[src/rtl/hazard_ctrl.sv]
// Hazard controller for the 5-stage pipeline: forwarding selects, PC-source priority,
// and stall/flush generation from shadow copies of the EX/MEM/WB destination fields.
module hazard_ctrl #(
    parameter int REG_W = 5,
    parameter int CNT_W = 16
) (
    input  logic             clk,
    input  logic             rst,
    input  logic [REG_W-1:0] rs_d,
    input  logic [REG_W-1:0] rt_d,
    input  logic [REG_W-1:0] write_reg_d,
    input  logic             reg_write_d,
    input  logic             mem_to_reg_d,
    input  logic             branch_d,
    input  logic             branch_taken_d,
    input  logic             jump_d,
    input  logic             jr_d,
    output logic [1:0]       fwd_a_e,
    output logic [1:0]       fwd_b_e,
    output logic             fwd_a_d,
    output logic             fwd_b_d,
    output logic             pc_sel_jr,
    output logic             pc_sel_j,
    output logic             pc_sel_br,
    output logic             stall_f,
    output logic             stall_d,
    output logic             flush_d,
    output logic             flush_e,
    output logic [CNT_W-1:0] stall_count
);

    logic [REG_W-1:0] rs_e, rt_e, wr_e, wr_m, wr_w;
    logic             rw_e, m2r_e, rw_m, m2r_m, rw_w;
    logic [CNT_W-1:0] cnt_q;

    logic e_hits_rs, e_hits_rt, m_hits_rs, m_hits_rt;
    logic lw_stall, br_stall, jr_stall, stall;

    // Register 0 is hard-wired, so a zero destination never creates a dependency.
    assign e_hits_rs = (wr_e != '0) && (wr_e == rs_d);
    assign e_hits_rt = (wr_e != '0) && (wr_e == rt_d);
    assign m_hits_rs = (wr_m != '0) && (wr_m == rs_d);
    assign m_hits_rt = (wr_m != '0) && (wr_m == rt_d);

    assign lw_stall = m2r_e && (e_hits_rs || e_hits_rt);
    assign br_stall = branch_d && ((rw_e && (e_hits_rs || e_hits_rt)) ||
                                   (m2r_m && (m_hits_rs || m_hits_rt)));
    assign jr_stall = jr_d && ((rw_e && e_hits_rs) || (m2r_m && m_hits_rs));
    assign stall    = !rst && (lw_stall || br_stall || jr_stall);

    always_comb begin
        fwd_a_e   = 2'd0;
        fwd_b_e   = 2'd0;
        fwd_a_d   = 1'b0;
        fwd_b_d   = 1'b0;
        pc_sel_jr = 1'b0;
        pc_sel_j  = 1'b0;
        pc_sel_br = 1'b0;
        if (!rst) begin
            // MEM holds the younger result, so it takes priority over WB.
            if (rw_m && (wr_m != '0) && (wr_m == rs_e))
                fwd_a_e = 2'd2;
            else if (rw_w && (wr_w != '0) && (wr_w == rs_e))
                fwd_a_e = 2'd1;
            if (rw_m && (wr_m != '0) && (wr_m == rt_e))
                fwd_b_e = 2'd2;
            else if (rw_w && (wr_w != '0) && (wr_w == rt_e))
                fwd_b_e = 2'd1;
            fwd_a_d = rw_m && m_hits_rs;
            fwd_b_d = rw_m && m_hits_rt;
            if (!stall) begin
                if (jr_d)
                    pc_sel_jr = 1'b1;
                else if (jump_d)
                    pc_sel_j = 1'b1;
                else if (branch_d && branch_taken_d)
                    pc_sel_br = 1'b1;
            end
        end
    end

    assign stall_f     = stall;
    assign stall_d     = stall;
    assign flush_e     = stall;
    assign flush_d     = pc_sel_jr || pc_sel_j || pc_sel_br;
    assign stall_count = rst ? '0 : cnt_q;

    always_ff @(posedge clk) begin
        if (rst) begin
            rs_e  <= '0;
            rt_e  <= '0;
            wr_e  <= '0;
            rw_e  <= 1'b0;
            m2r_e <= 1'b0;
            wr_m  <= '0;
            rw_m  <= 1'b0;
            m2r_m <= 1'b0;
            wr_w  <= '0;
            rw_w  <= 1'b0;
            cnt_q <= '0;
        end else begin
            if (stall) begin
                rs_e  <= '0;
                rt_e  <= '0;
                wr_e  <= '0;
                rw_e  <= 1'b0;
                m2r_e <= 1'b0;
            end else begin
                rs_e  <= rs_d;
                rt_e  <= rt_d;
                wr_e  <= write_reg_d;
                rw_e  <= reg_write_d;
                m2r_e <= mem_to_reg_d;
            end
            wr_m  <= wr_e;
            rw_m  <= rw_e;
            m2r_m <= m2r_e;
            wr_w  <= wr_m;
            rw_w  <= rw_m;
            if (stall && (cnt_q != '1))
                cnt_q <= cnt_q + {{(CNT_W-1){1'b0}}, 1'b1};
        end
    end

endmodule

[config.mk]
export PLATFORM = sky130hd
export DESIGN_NAME = hazard_ctrl
export DESIGN_NICKNAME = d
export VERILOG_FILES = /design/src/rtl/hazard_ctrl.sv
export SDC_FILE = /design/constraint.sdc
export NUM_CORES = 1
export LEC_CHECK = 0
export BUFFER_PORTS_ARGS = -buffer_cell sky130_fd_sc_hd__buf_2
export CELL_PAD_IN_SITES_DETAIL_PLACEMENT = 0
export CELL_PAD_IN_SITES_GLOBAL_PLACEMENT = 1
export CORE_MARGIN = 3
export CORE_UTILIZATION = 36
export CTS_CLUSTER_DIAMETER = 50
export DETAILED_ROUTE_END_ITERATION = 10
export GPL_ROUTABILITY_DRIVEN = 0
export PLACE_DENSITY_LB_ADDON = 0.1
export SLEW_MARGIN = 5
export SYNTH_ARGS = -nofsm -noshare
export SYNTH_HDL_FRONTEND = slang
export SYNTH_SLANG_ARGS = --single-unit
[constraint.sdc]
create_clock -name clk -period 2.05 [get_ports clk]
set_input_delay 0.3075 -clock clk [delete_from_list [all_inputs] [get_ports clk]]
set_output_delay 0.3075 -clock clk [all_outputs]
set_load 0.005 [all_outputs]
==> impl_results.md, run 1 <==
* Total area of sequential cells at 937.1 um2
* Drt initial violations at 79
* Final WL at 6061 um
* Rel. slew slack at 61.23%
* Capturing element of the worst setup path: pc_sel_j
* Largest family of logic cells by synthesized area: simple AND/OR/NAND/NOR gates
* CTS Sinks at 46
* Worst r2r path cells at 9
* Vias at 2160
* Violated checks: negative setup slack
* Flops & latches, synth at 46
* Clock latency on the worst-skew pair at 300 ps
* Area of the mapped netlist at 0.002352 mm2
* Max Transition Viols Final at 0
* Arithmetic-cell share of the synthesized area counting full adders, half adders and majority gates at 0.5319%
* Commonest non-fill, non-tap cell in the layout: sky130_fd_sc_hd__buf_2
* Number of nets in the synthesized netlist at 294
* Max-capacitance violation count at 0
* Achievable frequency at 386.4 MHz
* Die outline width at 86.84 um
* RR Endpoint: cnt_q[5]
* Power density normalized to cell area at 544.0 mW/mm2
* Tot Pwr at 0.001926 W
* Critical path type: reg -> out
* Detail-routed net length per standard cell at 13.68 um
* Number of ports placed on the die boundary at 52
* First-pass GRT wire length at 9742 um
* Setup slack at placement at -425.4 ps
* Fraction of the yosys area taken by sequential cells at 39.15%
* Remaining antenna violation count after routing at 0
* Number of I/O port buffers at 51
* Slew at the pin closest to its max-slew limit at 579.5 ps
* Startpoint of the lowest-slack hold path: write_reg_d[0]
* Simple-gate area share of the yosys netlist at 30.90%
* CTS tree: built
* Clock-pin slew of the registers on the worst-case setup and hold paths at 80 ps
* Worst vdd rail ir drop at 0.2908 mV
* CP Launch Type: flop
* Leftover overflow at the end of global routing at 0
* Cell count after synthesis at 270
* Total leakage power at 1.555 nW
* Largest net degree at the start of global routing at 33
* Main synth FF type: sky130_fd_sc_hd__dfxtp_1
* Final setup viols at 44
* Setup crit end kind: output port
* Std-Cell Rows at 28
* Number of enable flip-flop cells after synthesis at 0
* Area occupied by multi-input gates at 0.001610 mm2
* Total die area at 0.007540 mm2
* Die height at 86.84 um
* Cells traversed along the worst timing path: xnor2_1, nand3_1, or4b_4, o21a_1, o211a_4, and2b_2, and3_4, buf_6
* Total CTS buffers at 5
* Final Hold Fails at 0
* Share of the clock period used by the worst path after layout at 126.2%
* CP max FO at 6
* Compound-cell area share of the yosys netlist at 6.702%
* Worst EP arrival at 2280 ps
* Distinct cell type count after synthesis at 37
* Setup WS post-layout at -538.1 ps
* Launching point of the worst reg2reg path: wr_e[4]
* Slack of the worst reg-to-reg path at -440 ps
* Worst hold path type: in -> reg
* Setup repair after global routing missed its margin: yes
* Number of buffers between clock root and the deepest sink at 2
* Post-synthesis area per instance at 8.712 um2
* Length of the first detailed-routing pass in iterations at 4
* CTS root buf: sky130_fd_sc_hd__clkbuf_8
* Dpl hpwl at 4411 um
* Proportion of netlist area held by the largest area contributor at 39.15%
* Post-detailed-route DRC marker count at 0
* Layout net count at 391
* Final critical path time including I/O delays and setup at 2588 ps
* Hold path cells at 2
* Hold buffers post-CTS at 0
* Detailed-route vias per instance at 4.876
* Share of flip-flops with an asynchronous set or reset after synthesis at 0%
* Multiplexer share of the synthesized area at 3.830%
* Top library cells by usage in the layout, fill and taps aside: sky130_fd_sc_hd__buf_2, sky130_fd_sc_hd__buf_4, sky130_fd_sc_hd__dfxtp_1
* Yosys Warn Count at 0
* Worst Skew at 9.907 ps
* Number of antenna violations at the first check in global routing at 0
* Proportion of layout cells with a drive suffix above 1 at 45.38%
* Effective utilization at floorplan at 38.37%
* Dominant cells by area after synthesis: sky130_fd_sc_hd__dfxtp_1, sky130_fd_sc_hd__xnor2_1, sky130_fd_sc_hd__nor2b_1
* Crit-path max cell delay at 490 ps
* Synthesized-area fraction occupied by xor and xnor cells at 14.89%
* Endpoint required time on the critical path at 1740 ps
* Number of global-route vias before repair at 2097
* Layout-stage area growth over the synthesis result at 50.48%
* Area leader, netlist: sky130_fd_sc_hd__dfxtp_1
* Filler cell count at 552
* Floorplan core area at 0.006131 mm2
* All-Layer GR Usage at 16.17%
* Depth of the CTS H-tree at 2
* Worst setup startpoint: wr_e[4]
* CP max-delay cell: sky130_fd_sc_hd__or4b_4
* Antenna cell count at 0
* Run status: complete, but fails checks
==> cells in the mapped netlist (2+ instances only) <==
master                     count
sky130_fd_sc_hd__and2_1       18
sky130_fd_sc_hd__and3_1        2
sky130_fd_sc_hd__mux2_2        8
sky130_fd_sc_hd__nor4b_1       2
sky130_fd_sc_hd__nor4_1        4
sky130_fd_sc_hd__or4_1         4
sky130_fd_sc_hd__nor2b_1      30
sky130_fd_sc_hd__xor2_1       18
sky130_fd_sc_hd__o21ai_0      13
sky130_fd_sc_hd__nand4_1       2
sky130_fd_sc_hd__inv_1         4
sky130_fd_sc_hd__clkbuf_1     10
sky130_fd_sc_hd__and4_1        2
sky130_fd_sc_hd__clkbuf_2      2
sky130_fd_sc_hd__dfxtp_1      46
sky130_fd_sc_hd__nand3_1      16
sky130_fd_sc_hd__or3_1         5
sky130_fd_sc_hd__a21oi_1       5
sky130_fd_sc_hd__nand2_1      11
sky130_fd_sc_hd__nor2_1       18
sky130_fd_sc_hd__buf_4         2
sky130_fd_sc_hd__nor3_1       12
sky130_fd_sc_hd__xnor2_1      22
==> metrics by stage <==
stage	cell area, um2	utilization [%]	hold WS (ps)	instances	setup TNS (ps)
global route	3540	57.73	202.5	443	-15460
detailed placement	3023	49.31	454.9	422	-8978
finish	3540	57.73	205.4	443	-11790
global placement	3023	49.31	442.1	422	-8186
floorplan	2445	-	429.1	270	-1053
CTS	3364	54.88	199.2	439	-11180
==> worst max-delay path, delay by kind of cell, from the launching register on <==
family	cells	cell delay, ps
simple gates	4	1030
compound gates	2	340
flops	1	340
xor+xnor	1	170
buf+inv	1	110
==> layout make-up <==
| type | count | share of cell area [%] |
|---|---|---|
| tap | 75 | 2.651 |
| timing repair buffer | 106 | 21.74 |
| clock buffer | 5 | 1.944 |
| clock inverter | 3 | 1.273 |
| inverter | 4 | 0.4242 |
| sequential | 46 | 26.48 |
| multi-input combinational | 204 | 45.49 |
==> where the power goes <==
group,total [W],switching [W],internal (W),leakage (nW)
clock network,0.000678,0.000315,0.000363,0.0504
logic,0.000294,0.000128,0.000167,1.12
registers,0.000954,0.0000296,0.000924,0.380
==> what timing repair did <==
action                                 in CTS  in global routing
gates cloned                                1                  1
setup endpoints to repair                  44                 46
gates resized for setup                    35                 33
pin swaps                                  22                 14
setup buffers                               9                  6
endpoints found under the hold margin       0                  0
==> registers in the layout, indices dropped and copies added (netlist names) <==
signal / count
rs_e: 5
m2r_e: 1
wr_m: 5
rw_w: 1
rw_m: 1
wr_e: 5
wr_w: 5
rw_e: 1
cnt_q: 16
rt_e: 5
m2r_m: 1
==> cells by family (layout without fill, tap and decap cells) <==
family | count (synthesis) | after routing
and+or+nand+nor | 130 | 130
DFF | 46 | 46
xor gates and xnor gates | 40 | 40
AOI/OAI and AO/OA | 25 | 25
buffers and inverters | 20 | 118
muxes | 8 | 8
adders and majority gates | 1 | 1
==> metal layers <==
metal / GRT usage, % / wire [um]
met1: 21.88 / 2861
met2: 26.57 / 2844
met3: 3.327 / 291
met4: 3.399 / 63
met5: 0 / 0
==> worst min path at each step <==
stage,endpoint
4_1_cts,wr_e[0]
6_report,wr_e[0]
2_1_floorplan,wr_e[0]
3_3_place_gp,rw_w
3_5_place_dp,rw_w
5_1_grt,rw_e
Power figures use the tool's default switching activity.
==> run 2, diff against run 1 <==
Settings changed: SKIP_LAST_GASP set to 1.
==> impl_results.md, run 2 (synthesis gave the netlist of run 1 again) <==
* Run status: complete, but fails checks
* Violated checks: negative setup slack
* Worst Skew at 10.36 ps
* RR Endpoint: cnt_q[5]
* Final setup viols at 44
* Remaining antenna violation count after routing at 0
* CTS tree: built
* Total leakage power at 1.554 nW
* Worst r2r path cells at 9
* Tot Pwr at 0.001925 W
* Clock network fraction of design power at 35.2%
* Final Hold Fails at 0
* Number of antenna violations at the first check in global routing at 0
* Achievable frequency at 385.8 MHz
* Slack of the worst reg-to-reg path at -440 ps
* Vias at 2155
* Detailed-route vias per instance at 4.865
* Hold Crit Endpoint: wr_e[0]
* Drt initial violations at 76
* Depth of the CTS H-tree at 2
* CP Launch Type: flop
* Number of I/O port buffers at 51
* Met3 Wirelength at 280 um
* Critical path type: reg -> out
* CTS Sinks at 46
* Commonest non-fill, non-tap cell in the layout: sky130_fd_sc_hd__buf_2
* Launching point of the worst reg2reg path: wr_e[4]
* Antenna cell count at 0
* Area after detailed placement at 0.003023 mm2
* Sequential power share at 49.5%
* Total Neg Setup Slack at -11790 ps
* Slew at the pin closest to its max-slew limit at 578.4 ps
* Die outline width at 86.84 um
* Combinational group share of total power at 15.2%
* Internal power contribution at 0.001452 W
* Cell total after placement at 422
* Largest register FFs at 16
* Setup WS post-layout at -541.9 ps
* First-pass GRT wire length at 9742 um
* Detailed-routed wire length on met2 at 2839 um
* Clock latency on the worst-skew pair at 300 ps
* Number of ports placed on the die boundary at 52
* Die height at 86.84 um
* Floorplan core area at 0.006131 mm2
* Worst EP arrival at 2280 ps
* Std-Cell Rows at 28
* Setup crit end kind: output port
* Worst vdd rail ir drop at 0.2907 mV
* Share of the clock period used by the worst path after layout at 126.4%
* Total die area at 0.007540 mm2
* Top library cells by usage in the layout, fill and taps aside: sky130_fd_sc_hd__buf_2, sky130_fd_sc_hd__buf_4, sky130_fd_sc_hd__dfxtp_1
* Final WL at 6055 um
* Worst hold path type: in -> reg
* Met1 WL at 2872 um
* Max-capacitance violation count at 0
* Layout-stage area growth over the synthesis result at 50.21%
* Rel. slew slack at 61.30%
* All-Layer GR Usage at 16.17%
* Setup slack at placement at -425.4 ps
* Largest net degree at the start of global routing at 33
* Max Transition Viols Final at 0
* Length of the first detailed-routing pass in iterations at 4
* Layout net count at 391
* Dpl hpwl at 4411 um
* Sw frac at 24.56%
* Startpoint of the lowest-slack hold path: write_reg_d[0]
* Endpoint required time on the critical path at 1740 ps
* CTS root buf: sky130_fd_sc_hd__clkbuf_8
* Detail-routed net length per standard cell at 13.67 um
* Post-detailed-route DRC marker count at 0
* Leftover overflow at the end of global routing at 0
* Top layer in use: met4
* Total CTS buffers at 5
* Proportion of layout cells with a drive suffix above 1 at 45.38%
* Number of non-filler instances in the completed layout at 443
* Clock-pin slew of the registers on the worst-case setup and hold paths at 80 ps
* Register with the highest flop count: cnt_q
* Hold path cells at 2
* Number of global-route vias before repair at 2097
* Setup repair after global routing missed its margin: yes
* Filler cell count at 554
* Final critical path time including I/O delays and setup at 2592 ps
* Switching power at 0.0004728 W
* CP max FO at 6
* Final design instance area without fill at 0.003533 mm2
* Effective utilization at floorplan at 38.37%
* Number of buffers between clock root and the deepest sink at 2
* Power density normalized to cell area at 544.8 mW/mm2
==> run 2: cell types whose count changed in the layout (fill, tap and decap cells not counted) <==
cell	delta
sky130_fd_sc_hd__buf_2	+1
sky130_fd_sc_hd__buf_6	-1
==> run 2: how the worst max path moves through the flow <==
stage	from	end	slack (ps)	cells after the start
after CTS	wr_e[4]	pc_sel_j	-570	8
after floorplan	wr_e[0]	pc_sel_j	-150	8
after global routing	wr_e[3]	pc_sel_j	-620	8
final	wr_e[4]	pc_sel_j	-540	8
after detailed placement	rs_d[1]	cnt_q[5]	-430	8
after global placement	rs_d[1]	cnt_q[5]	-400	8
==> run 2: final cells by class <==
type | count | area (um2) | area share (%)
flip-flops and latches | 46 | 937.1 | 26.52
well taps | 75 | 93.84 | 2.656
inverters | 4 | 15.01 | 0.4249
repair buffers | 106 | 763.2 | 21.60
clock buffers | 5 | 68.82 | 1.948
multi-input cells | 204 | 1610 | 45.57
clock inverters | 3 | 45.04 | 1.275
==> run 2: per-layer routing <==
| layer | track usage (%) | vias up |
|---|---|---|
| li1 | - | 1103 |
| met1 | 21.88 | 991 |
| met2 | 26.57 | 54 |
| met3 | 3.327 | 7 |
| met4 | 3.399 | 0 |
| met5 | 0 | - |
==> run 2: per-stage QoR <==
stage,util [%],hold slack [ps]
after floorplan,-,429.1
after global placement,49.31,442.1
after detailed placement,49.31,454.9
after CTS,54.88,199.2
final,57.63,205.4
after global routing,57.63,202.5
==> run 2: timing repair <==
| item | CTS | global route |
|---|---|---|
| gates resized for setup | 35 | 32 |
| hold buffers | 0 | 0 |
| gates cloned | 1 | 1 |
| setup endpoints to repair | 44 | 46 |
| setup buffers | 9 | 6 |
| pin swaps | 22 | 14 |
| endpoints found under the hold margin | 0 | 0 |
==> run 2: power by group through the flow <==
stage | Clock [W] | Sequential (W) | Combinational, W
after detailed placement | 0 | 0.000972 | 0.000238
after CTS | 0.000695 | 0.000952 | 0.000264
after global placement | 0 | 0.000973 | 0.000236
after floorplan | 0 | 0.000964 | 0.000144
after global routing | 0.000729 | 0.000957 | 0.000323
final | 0.000678 | 0.000954 | 0.000293
==> run 2: critical path, cell delays in order, from the launching register on <==
cell                      delay, ps
sky130_fd_sc_hd__dfxtp_2        340
sky130_fd_sc_hd__xnor2_1        170
sky130_fd_sc_hd__nand3_1        130
sky130_fd_sc_hd__or4b_4         490
sky130_fd_sc_hd__o21a_1         120
sky130_fd_sc_hd__o211a_4        220
sky130_fd_sc_hd__and2b_2        230
sky130_fd_sc_hd__and3_4         170
sky130_fd_sc_hd__buf_2          120
